[config.mk]
export PLATFORM = sky130hd
export DESIGN_NAME = bit_counter_sched
export DESIGN_NICKNAME = d
export VERILOG_FILES = /design/src/rtl/bit_counter_sched.sv
export SDC_FILE = /design/constraint.sdc
export NUM_CORES = 1
export LEC_CHECK = 0
export CAP_MARGIN = 10
export CELL_PAD_IN_SITES_DETAIL_PLACEMENT = 0
export CELL_PAD_IN_SITES_GLOBAL_PLACEMENT = 1
export CORE_ASPECT_RATIO = 0.6
export CORE_MARGIN = 2
export CORE_UTILIZATION = 32
export CTS_CLUSTER_DIAMETER = 200
export DETAILED_ROUTE_END_ITERATION = 8
export GPL_ROUTABILITY_DRIVEN = 0
export GPL_TIMING_DRIVEN = 0
export PLACE_DENSITY_LB_ADDON = 0.1
export SYNTH_ARGS = -nofsm -noshare
export SYNTH_HDL_FRONTEND = slang
export SYNTH_SLANG_ARGS = --single-unit
[constraint.sdc]
create_clock -name clk -period 2.2 [get_ports clk]
set_clock_uncertainty 0.1 [all_clocks]
set_input_delay 0.44 -clock clk [delete_from_list [all_inputs] [get_ports clk]]
set_output_delay 0.44 -clock clk [all_outputs]
set_load 0.02 [all_outputs]
[src/rtl/bit_counter_sched.sv]
// Round-robin scheduler that runs one shared bit-count datapath for two requesters.
// Latency: grant edge, then 1 LOAD + (msb+2, or 1 for zero) COUNT + 1 DONE cycle; done pulses after DONE.
// Backpressure: requests are levels held until done; a losing requester simply waits in IDLE.
module bit_counter_sched #(
    parameter int A_WIDTH = 8,
    parameter int R_WIDTH = 5,
    parameter int MAX_CNT = A_WIDTH + 1
) (
    input  logic               clk,
    input  logic               reset,
    input  logic               req0,
    input  logic [A_WIDTH-1:0] a0_in,
    input  logic               req1,
    input  logic [A_WIDTH-1:0] a1_in,
    input  logic               A_eq_0,
    input  logic               A0,
    input  logic [R_WIDTH-1:0] result,
    output logic [A_WIDTH-1:0] A,
    output logic               Load_A,
    output logic               Res_eq_0,
    output logic               R_Shift_A,
    output logic               Incr_Res,
    output logic [1:0]         grant,
    output logic               busy,
    output logic               done0,
    output logic               done1,
    output logic [R_WIDTH-1:0] count_out,
    output logic               err
);

    localparam int WD_WIDTH = $clog2(MAX_CNT + 1);
    localparam logic [WD_WIDTH-1:0] WD_LIMIT = WD_WIDTH'(MAX_CNT);

    typedef enum logic [1:0] {IDLE, LOAD, COUNT, DONE} state_t;

    state_t              state;
    logic [A_WIDTH-1:0]  a_reg;
    logic                last_served;
    logic [WD_WIDTH-1:0] wd_cnt;
    logic                abort;
    logic                pick1;

    assign A         = a_reg;
    assign Load_A    = (state == LOAD);
    assign Res_eq_0  = (state == LOAD);
    assign R_Shift_A = (state == COUNT) && !A_eq_0;
    assign Incr_Res  = (state == COUNT) && !A_eq_0 && A0;

    // On a tie, requester 1 wins only when requester 0 was served last.
    assign pick1 = req1 && (!req0 || !last_served);

    always_ff @(posedge clk or posedge reset) begin
        if (reset) begin
            state       <= IDLE;
            a_reg       <= '0;
            last_served <= 1'b1;
            wd_cnt      <= '0;
            abort       <= 1'b0;
            grant       <= 2'b00;
            busy        <= 1'b0;
            done0       <= 1'b0;
            done1       <= 1'b0;
            count_out   <= '0;
            err         <= 1'b0;
        end else begin
            done0 <= 1'b0;
            done1 <= 1'b0;
            case (state)
                IDLE: begin
                    if (req0 || req1) begin
                        a_reg <= pick1 ? a1_in : a0_in;
                        grant <= pick1 ? 2'b10 : 2'b01;
                        busy  <= 1'b1;
                        state <= LOAD;
                    end
                end
                LOAD: begin
                    wd_cnt <= '0;
                    abort  <= 1'b0;
                    state  <= COUNT;
                end
                COUNT: begin
                    if (A_eq_0) begin
                        state <= DONE;
                    end else begin
                        wd_cnt <= wd_cnt + 1'b1;
                        // A healthy datapath reaches zero within A_WIDTH shifts.
                        if (wd_cnt + 1'b1 == WD_LIMIT) begin
                            abort <= 1'b1;
                            state <= DONE;
                        end
                    end
                end
                DONE: begin
                    count_out   <= result;
                    err         <= abort;
                    done0       <= grant[0];
                    done1       <= grant[1];
                    last_served <= grant[1];
                    grant       <= 2'b00;
                    busy        <= 1'b0;
                    state       <= IDLE;
                end
                default: state <= IDLE;
            endcase
        end
    end

endmodule

**After elaboration in Yosys (flattened, before gate mapping)**

Cells that the tools add are included.

- Add/subtract/negate cells: 1
- Equality and inequality tests: 8
- Muxes and demuxes: 17
- Reduce and logical (&&, ||, !) cells: 16

Operators with widths:

| kind | number |
|---|---|
| $mux 2 | 5 |
| $mux 8 | 1 |
| $pmux 2 s4 | 1 |
| $pmux 4 s2 | 1 |
| $reduce_and 2->1 | 4 |
| $mux 1 | 5 |
| $add 4x1->4 const B | 1 |
| $eq 2x2->1 const B | 2 |
| $eq 4x4->1 const B | 1 |
| $mux 4 | 1 |
| $ne 2x2->1 const B | 2 |
| $pmux 1 s2 | 2 |
| $pmux 2 s2 | 1 |
| $reduce_bool 2->1 | 2 |
| $logic_and 1x1->1 | 3 |
| $logic_not 1->1 | 3 |
| $ne 3x2->1 const B | 1 |
| $reduce_and 3->1 | 1 |
| $eq 2x1->1 const B | 1 |
| $logic_not 2->1 | 1 |
| $logic_or 1x1->1 | 2 |
| $ne 2x1->1 const B | 1 |

- Bits in registers: 27
- Bits of input ports: 27

**Logic depth before layout (Yosys ltp)**

Gate-level depths: netlist (run 1).

- Depth after elaboration: 6
- Mapped depth: 6
- Depth with buffers taken out: 6

**Worst setup path before layout (run 1)**

No wires, ideal clock.

- Path kind: register -> output
- Start point: register state[0]
- End point: output port Incr_Res
- Arrival: 1246 ps
- Setup slack: 414 ps
- Cell stages (with the launch flop): 6
- Path buffers: 0
- Path through: dfrtp_1 -> inv_1 -> ha_1 -> inv_1 -> nor2_4 -> and2_1

- Longest elaborated chain between the ends: 3

Ends and longest elaborated chain:

| item | line | RTL |
|---|---|---|
| start: declaration | 36 | `state_t state;` |
| start signal: assignment | 54 | `state <= IDLE;` |
| start signal: assignment | 74 | `state <= LOAD;` |
| start signal: assignment | 80 | `state <= COUNT;` |
| $eq 2x2->1 | -- |  |
| $logic_and 1x1->1 | -- |  |
| named net R_Shift_A | 21 | `output logic R_Shift_A,` |
| $logic_and 1x1->1 | 47 | `assign Incr_Res = (state == COUNT) && !A_eq_0 && A0;` |
| end: declaration | 22 | `output logic Incr_Res,` |

The timed path passes the listed nets, and every way through them passes these cells.

**Worst setup path after layout (run 1)**

- Start point: register state[0]
- End point: output port Incr_Res

- Longest elaborated chain between the ends: 3

Ends and longest elaborated chain:

| item | line |
|---|---|
| $eq 2x2->1 | 47 |
| $logic_and 1x1->1 (2 in a row) | 47 |

No other way between the ends.

==> out/results.ini, run 1 <==
[status]
status=completed

[yosys]
yosysTopAreaCellShare_pct=49.9
syn_inst=118
synth_area_mm2=0.00130
ys_top_cells_by_area=dfrtp_1 (50%), mux2i_1 (6.1%), ha_1 (5.8%), mux2_2 (5.2%), o21ai_0 (4.6%)
avgSynthCellArea_um2=11.0
yosysWarnings=0
yosys.area.top_type=dfrtp_1
ys_seq_area_share_pct=51.9
synth.ff_latch_count=27
syn-num-nets=151
synth.distinct_cells=32

[floorplan]
fp.dieW_um=86.4
core-area_mm2=0.00379
placementRows=17
die_area_mm2=0.00462
die_h_um=53.4
initial_core_util_pct=34.4
io-pin-count=50

[setup_path]
startpoint_type=register
max_stage_delay_ps=420
slowest_stage=dfrtp_1
crit_fanout=5
critPathKind=reg -> out
end_kind=output port
path_cells=inv_1 > ha_2 > inv_1 > nor2_4 > and2_1 > buf_2
cp.arrival_ps=1530
reg2regPathDepth=5
crit_required_ps=1660
path_common_cell=inv_1

[placed_design]
dp_slack_ps=-252
io_buffers=49
place_hpwl_mm=2.33
dp_cells=214

[drt]
drcViolationCount=0
drt-vias-per-instance=4.73
dr.first_iter.drc_count=19
final_antenna_net_count=0
firstDrtPassIters=4
wire_per_inst_um=13.8
wl_mm=3.04
vias=1046

[global_routing]
gr-total-overflow=0
grt_antenna_before_repair=0
grt_pass1_wl_mm=5.01
grt_max_degree=28
top_usage_layer=met2
use_met1_pct=20.5
gr-usage-met2_pct=20.8
grt_pass1_vias=1042
grt_util_all_layers_pct=14.6
use_met3_pct=6.24

[cts]
numClockSinks=27
hold_buffers=0
ctsHtreeMaxLevel=1
cts_root_buf=clkbuf_8
cts.clk_slew.worst_paths_ps=90
insertion_delay_ps=270
cts_buffers=3
cts_tree=yes
clockBufferDepth=2

[min_path]
hold_path.class=reg -> reg
whs_path_depth=2

[timing]
finalCritPeriodShare_pct=94.3
worst_pin_slew_ps=1040
drv_slew=0
hold_viol_final=0
slew_headroom_pct=30.6
min_period_ps=2070
rsz0062_at_grt=true
finalSetupViolCount=0
layout_setup_ws_ps=126
fmax_mhz=482

[power]
p_per_area_mw_per_mm2=1290
power_mw=2.47
vdd_drop_max_mv=0.599
leakage_nw=0.882

[finish]
mostFrequentLayoutCell=clkdlybuf4s50_1
layout.cells.non_filler=221
diodes=0
final_nets=208
syn_to_final_growth_pct=47.1
final_cell_mix=clkdlybuf4s50_1 (45), dfrtp_1 (26), o21ai_0 (12), nand2_1 (11), inv_1 (10)
drive_gt1_share_pct=14.9
final_util_pct=50.7

[run]
cap_violations=0

[per-layer routing]
layer / routed length (um) / part of all wire (%)
met1: 1470 / 48
met2: 1300 / 43
met3: 254 / 8.4
met4: 14 / 0.46
met5: 0 / 0
[report_power, final]
part / leakage (nW) / switching [mW] / total (mW) / internal [mW]
clock network: 0.0255 / 0.156 / 0.283 / 0.127
logic: 0.518 / 0.671 / 1.32 / 0.652
registers: 0.338 / 0.151 / 0.863 / 0.713
[cell usage after synthesis]
library cell,count
nand2_1,11
buf_2,2
ha_1,6
nor2_4,1
and3b_1,1
clkbuf_1,1
o22a_2,1
dfrtp_1,26
mux2_2,6
dfstp_2,1
a21o_1,1
o2111ai_2,1
o21ai_0,12
and2_1,4
mux2_4,1
a31oi_2,1
buf_4,1
nand2b_1,1
nor2_1,5
a21oi_1,5
a21boi_1,1
xor2_1,1
nand4b_1,1
inv_1,10
o21ai_1,1
a32o_1,1
a22o_1,1
a21boi_0,2
mux2i_1,8
nand3_1,2
a2bb2oi_1,1
a31oi_1,1
[repair_timing]
item | CTS | global route
buffers inserted | 1 | 2
pin swaps | 1 | 0
resized for setup | 8 | 3
endpoints found under the setup margin | 4 | 5
[sequential cells by signal (all words and copies together) (netlist names)]
name	flops
done1	1
wd_cnt	4
state	2
last_served	1
A	8
done0	1
abort	1
err	1
count_out	5
grant	2
busy	1
[stage by stage]
stage               TNS [ps]  hold slack (ps)  instance area (um2)
floorplan                  0              380                 1300
global placement        -417              365                 1850
detailed placement      -415              373                 1850
CTS                        0              395                 1900
global route          -0.793              405                 1920
finish                     0              389                 1920
[kinds of logic after synthesis]
group,share of synthesized area [%]
flops,51.9
compound gates,14.7
mux,12.5
buf+inv,4.51
simple gates,9.98
fa+ha+maj,5.76
xor+xnor,0.672
[final cells by class]
| cell class | instances | area [um2] |
|---|---|---|
| Multi-Input combinational cell | 77 | 573 |
| Clock buffer | 3 | 41.3 |
| Timing Repair Buffer | 52 | 504 |
| Sequential cell | 27 | 677 |
| Fill cell | 339 | 1870 |
| Clock inverter | 1 | 5.00 |
| Buffer | 4 | 21.3 |
| Inverter | 10 | 37.5 |
| Tap cell | 47 | 58.8 |
[worst paths after layout]
path / to / slack [ps] / from
max: Incr_Res / 130 / state[0]
min: A[7] / 390 / A[7]
max reg2reg: A[0] / 320 / state[0]
min reg2reg: A[7] / 390 / A[7]
max in group asynchronous: done0 / 760 / reset
min in group asynchronous: count_out[1] / 610 / reset
[critical path: cells and delay by family (launching register included)]
kind                     cells  cell delay [ps]
adder cells (fa/ha/maj)      1              220
buffers and inverters        3              350
flip-flops                   1              420
AND/OR/NAND/NOR              2              270
Power figures use the tool's default switching activity.
==> inputs of run 2 (changes only) <==
==> constraint.sdc (replaced) <==
create_clock -name clk -period 2.1 [get_ports clk]
set_clock_uncertainty 0.1 [all_clocks]
set_input_delay 0.42 -clock clk [delete_from_list [all_inputs] [get_ports clk]]
set_output_delay 0.42 -clock clk [all_outputs]
set_load 0.02 [all_outputs]
==> run 2 against run 1 <==
Against the previous run: sequential power increased by 5.6%; cell area increased by 0.72%; cell count unchanged; flip-flop and latch count unchanged; global-route usage unchanged; sequential share of layout area decreased by 0.25 points; clock power increased by 4%; critical path depth decreased by 2; worst setup slack got worse by 36 ps.
==> out/results.ini, run 2 (synthesis results as in run 1) <==
[timing]
layout_setup_ws_ps=90.7  ; -35.6 ps
tns_ps=0  ; unchanged
slew_headroom_pct=30.4  ; -0.15 points
finalCritPeriodShare_pct=95.7
worst_pin_slew_ps=1040  ; +2.26 ps
finalSetupViolCount=0  ; unchanged
min_period_ps=2010
fmax_mhz=498
drv_slew=0  ; unchanged
hold_viol_final=0  ; unchanged

[drt]
wire_per_inst_um=14.0  ; +1.5%
final_antenna_net_count=0  ; unchanged
drt-vias-per-instance=4.77  ; +0.76%
vias=1054  ; +0.76%
drcViolationCount=0  ; unchanged
wl_mm=3.09  ; +1.5%
dr.first_iter.drc_count=42  ; +23
firstDrtPassIters=4  ; unchanged

[setup_path]
crit_fanout=4  ; -1
path_cells=buf_4 > ha_2 > buf_4 > dlygate4sd2_1
max_stage_delay_ps=430  ; about the same
reg2regPathDepth=5  ; unchanged
startpoint_type=register
crit_required_ps=1580  ; -80 ps
r2r-start=state[1]
slowest_stage=dfrtp_1
end_kind=output port
path_buf_inv=3  ; unchanged
cp.arrival_ps=1490  ; -40 ps
cp_top_family=buffers and inverters
critPathKind=reg -> out
r2r_setup_slack_ps=310  ; about the same
path_common_cell=buf_4
r2r-end=A[0]

[power]
p_per_area_mw_per_mm2=1350  ; +5.0%
vdd_drop_max_mv=0.627  ; +4.7%
leakage_nw=0.873  ; -0.94%

[global_routing]
grt_util_all_layers_pct=14.6  ; unchanged
gr-total-overflow=0  ; unchanged
grt_pass1_wl_mm=5.01  ; unchanged
grt_pass1_vias=1042  ; unchanged
grt_antenna_before_repair=0  ; unchanged
grt_max_degree=28  ; unchanged

[floorplan]
fp.dieW_um=86.4  ; unchanged
die_h_um=53.4  ; unchanged
placementRows=17  ; unchanged
core-area_mm2=0.00379  ; unchanged
io-pin-count=50  ; unchanged
die_area_mm2=0.00462  ; unchanged
initial_core_util_pct=34.4  ; unchanged

[min_path]
hold_start=A[7]
hold_path.class=reg -> reg
whs_path_depth=2  ; unchanged
hold-path-endpoint=A[7]

[cts]
clockBufferDepth=2  ; unchanged
insertion_delay_ps=270  ; about the same
cts_tree=yes
cts_root_buf=clkbuf_8
ctsHtreeMaxLevel=1  ; unchanged
cts.clk_slew.worst_paths_ps=90  ; about the same
numClockSinks=27  ; unchanged
cts_buffers=3  ; unchanged

[finish]
mostFrequentLayoutCell=clkdlybuf4s50_1
multi_input_area_um2=583  ; +1.7%
final_util_pct=51.0  ; +0.36 points
diodes=0  ; unchanged
drive_gt1_share_pct=16.1  ; +1.1 points
syn_to_final_growth_pct=48.2
regArea_um2=677  ; unchanged
largest_register_ffs=8  ; unchanged
final_area_mm2=0.00193  ; +0.72%
final_nets=208  ; unchanged
final_cell_mix=clkdlybuf4s50_1 (45), dfrtp_1 (26), o21ai_0 (12), nand2_1 (11), inv_1 (9)
fillerInstances=338  ; -0.29%

[placed_design]
placed_cell_area_mm2=0.00185  ; unchanged
io_buffers=49  ; unchanged
place_hpwl_mm=2.33  ; unchanged
dp_slack_ps=-312  ; -60.0 ps

[run]
cap_violations=0  ; unchanged

[status]
status=completed

[run 2: changes by cell type in the layout (fill, tap and decap cells not counted)]
cell,previous run,this run
dlymetal6s2s_1,1,0
ha_2,2,1
clkbuf_1,1,0
clkdlybuf4s15_2,0,1
ha_4,0,1
dlygate4sd2_1,1,2
inv_1,10,9
inv_2,0,1
[run 2: layout make-up]
type | count | share of cell area, %
Inverter | 10 | 1.94
Buffer | 4 | 1.17
Clock buffer | 3 | 2.14
Sequential cell | 27 | 35.0
Clock inverter | 1 | 0.259
Tap cell | 47 | 3.04
Multi-Input combinational cell | 77 | 30.2
Timing Repair Buffer | 52 | 26.2
[run 2: worst max-delay path by stage]
stage                  start       end  slack (ps)  cells after the start
floorplan           state[0]  Incr_Res         330                      5
global placement      A_eq_0  Incr_Res        -330                      4
detailed placement    A_eq_0  Incr_Res        -310                      4
CTS                 state[0]  Incr_Res          10                      6
global route        state[0]  Incr_Res          -3                      6
finish              state[0]  Res_eq_0          90                      4
[run 2: worst reg2reg max path, stage by stage, from the launching register on]
cell	delay (ps)
dfrtp_1	440
inv_1	100
ha_1	260
o21ai_1	320
clkbuf_2	330
o21ai_0	120
[run 2: power breakdown]
part | internal, mW | switching (mW) | leakage (nW)
Combinational | 0.695 | 0.710 | 0.510
Clock | 0.133 | 0.162 | 0.0255
Sequential | 0.747 | 0.165 | 0.338
Total | 1.57 | 1.04 | 0.873
[run 2: per-stage QoR]
| stage | hold WS [ps] | total power, mW | std cells |
|---|---|---|---|
| final | 390 | 2.61 | 221 |
| after global routing | 405 | 2.84 | 221 |
| after CTS | 395 | 2.60 | 219 |
| after detailed placement | 373 | 2.29 | 214 |
| after global placement | 365 | 2.25 | 214 |
| after floorplan | 372 | 1.70 | 118 |
[run 2: layer usage]
metal | up-vias | wire [um] | global-route usage, %
met5 | - | 0 | 0
met4 | 0 | 14 | 3.13
met3 | 2 | 288 | 6.24
met2 | 41 | 1300 | 20.8
met1 | 493 | 1490 | 20.5
li1 | 518 | - | -
[run 2: repair_timing]
item / in CTS / in global routing
resized for setup: 11 / 4
buffers inserted: 1 / 2
endpoints found under the setup margin: 4 / 11
hold buffers: 0 / 0
pin swaps: 1 / 0
gates cloned: 0 / 0
==> inputs of run 3 (changes only) <==
--- a/config.mk
+++ b/config.mk
@@ -10,7 +10,7 @@
 export CELL_PAD_IN_SITES_GLOBAL_PLACEMENT = 1
 export CORE_ASPECT_RATIO = 0.6
 export CORE_MARGIN = 2
-export CORE_UTILIZATION = 32
+export CORE_UTILIZATION = 35
 export CTS_CLUSTER_DIAMETER = 200
 export DETAILED_ROUTE_END_ITERATION = 8
 export GPL_ROUTABILITY_DRIVEN = 0
==> constraint.sdc (replaced) <==
create_clock -name clk -period 2.42 [get_ports clk]
set_clock_uncertainty 0.1 [all_clocks]
set_input_delay 0.484 -clock clk [delete_from_list [all_inputs] [get_ports clk]]
set_output_delay 0.484 -clock clk [all_outputs]
set_load 0.02 [all_outputs]
==> run 3 against run 2 <==
Against the previous run: total power down 15%; die area fell by 8.1%; routed wire length decreased by 5.8%; critical endpoint unchanged; worst hold slack got worse by 3.6 ps; largest power group unchanged; cell area down 1.9%.
==> out/results.ini, run 3 (synthesis results as in run 1) <==
[status]
status=completed

[setup_path]
end_kind=output port
cp.arrival_ps=1720  ; +230 ps
cp_top_family=buffers and inverters
startpoint_type=register
path_buf_inv=3  ; unchanged
crit_required_ps=1840  ; +260 ps
crit_fanout=4  ; unchanged
slowest_stage=clkdlybuf4s50_1
max_stage_delay_ps=580  ; +150 ps
critPathKind=reg -> out
path_cells=inv_1 > ha_2 > buf_4 > clkdlybuf4s50_1

[cts]
cts_root_buf=clkbuf_8
cts_tree=yes
insertion_delay_ps=270  ; about the same
cts_buffers=3  ; unchanged
clockBufferDepth=2  ; unchanged
cts.clk_slew.worst_paths_ps=90  ; about the same
numClockSinks=27  ; unchanged
hold_buffers=0  ; unchanged
ctsHtreeMaxLevel=1  ; unchanged

[power]
vdd_drop_max_mv=0.542  ; -14%
power_mw=2.22  ; -15%
leakage_nw=0.850  ; -2.7%
p_per_area_mw_per_mm2=1170  ; -13%

[global_routing]
grt_max_degree=28  ; unchanged
gr-total-overflow=0  ; unchanged
grt_pass1_wl_mm=4.66  ; -7.0%
grt_util_all_layers_pct=14.9  ; +0.24 points
grt_pass1_vias=990  ; -5.0%
grt_antenna_before_repair=0  ; unchanged

[timing]
hold_slack_ps=386  ; -3.57 ps
rsz0062_at_grt=false
min_period_ps=2300
worst_pin_slew_ps=1020  ; -23.1 ps
drv_slew=0  ; unchanged
finalCritPeriodShare_pct=95.2
slew_headroom_pct=32.0  ; +1.5 points
fmax_mhz=434
finalSetupViolCount=0  ; unchanged
hold_viol_final=0  ; unchanged
tns_ps=0  ; unchanged
layout_setup_ws_ps=117  ; +26.0 ps

[placed_design]
dp_slack_ps=-125  ; +188 ps
io_buffers=49  ; unchanged
place_hpwl_mm=2.28  ; -2.0%

[min_path]
hold_path.class=reg -> reg

[floorplan]
initial_core_util_pct=36.1  ; +1.6 points
fp.dieW_um=82.8  ; -4.2%
placementRows=17  ; unchanged
core-area_mm2=0.00362  ; -4.5%
io-pin-count=50  ; unchanged
die_h_um=51.3  ; -4.1%
die_area_mm2=0.00425  ; -8.1%

[finish]
multi_input_area_um2=571  ; -2.1%
regArea_um2=677  ; unchanged
drive_gt1_share_pct=11.7  ; -4.4 points
final_util_pct=52.4  ; +1.4 points
mostFrequentLayoutCell=clkdlybuf4s50_1
largest_register_ffs=8  ; unchanged
final_cell_mix=clkdlybuf4s50_1 (47), dfrtp_1 (26), o21ai_0 (12), nand2_1 (11), inv_1 (10)
fillerInstances=334  ; -1.2%
diodes=0  ; unchanged
final_nets=205  ; -1.4%
syn_to_final_growth_pct=45.3

[drt]
vias=1027  ; -2.6%
dr.first_iter.drc_count=35  ; -17%
wl_mm=2.91  ; -5.8%
wire_per_inst_um=13.3  ; -4.5%
drcViolationCount=0  ; unchanged
firstDrtPassIters=4  ; unchanged
final_antenna_net_count=0  ; unchanged
drt-vias-per-instance=4.71  ; -1.2%

[run]
cap_violations=0  ; unchanged

==> run 3: cell count changes in the layout (fill, tap and decap cells not counted), sizes merged <==
| cell | change |
|---|---|
| dlygate4sd2 | -1 |
| clkdlybuf4s50 | +2 |
| clkdlybuf4s15 | -1 |
| clkinv | -1 |
| clkbuf | +2 |
| buf | -4 |
==> run 3: routing by layer <==
metal,GRT usage [%],routed length (um)
met1,21.5,1450
met2,21.2,1270
met3,5.48,174
met4,3.28,14
met5,0,0
==> run 3: final timing paths <==
check                          from  endpoint  slack (ps)  cells after the start
max                        state[1]  Res_eq_0         120                      4
min                            A[1]      A[1]         390                      2
max reg2reg                state[0]      A[3]         440                      6
min reg2reg                    A[1]      A[1]         390                      2
max in group asynchronous     reset      A[4]         950                      2
min in group asynchronous     reset      A[2]         650                      2
==> run 3: metrics by stage <==
step | cell area [um2] | std cells
finish | 1890 | 218
global route | 1890 | 218
CTS | 1900 | 218
detailed placement | 1850 | 214
global placement | 1850 | 214
floorplan | 1300 | 118
==> run 3: timing repair <==
| action | in CTS | in global routing |
|---|---|---|
| buffers inserted | 0 | 0 |
| endpoints found under the setup margin | 2 | 2 |
| cloned | 0 | 0 |
| resized for setup | 2 | 3 |
==> run 3: report_power, final <==
part | internal (mW) | switching (mW) | leakage (nW)
logic | 0.572 | 0.609 | 0.489
registers | 0.648 | 0.138 | 0.338
clock network | 0.118 | 0.136 | 0.0228
total | 1.34 | 0.882 | 0.850
==> run 3: area by class of cell <==
class,instances,area share (%)
Inverter,10,1.98
Tap cell,47,3.10
Multi-Input combinational cell,77,30.1
Sequential cell,27,35.7
Timing Repair Buffer,49,25.6
Clock buffer,4,2.38
Buffer,4,1.12
==> run 3: tightest hold or removal path: cells and delay by family, from the launching register on <==
family | cells | cell delay, ps
AND/OR/NAND/NOR | 1 | 40
flip-flops | 1 | 350
AO/OA/AOI/OAI | 1 | 60
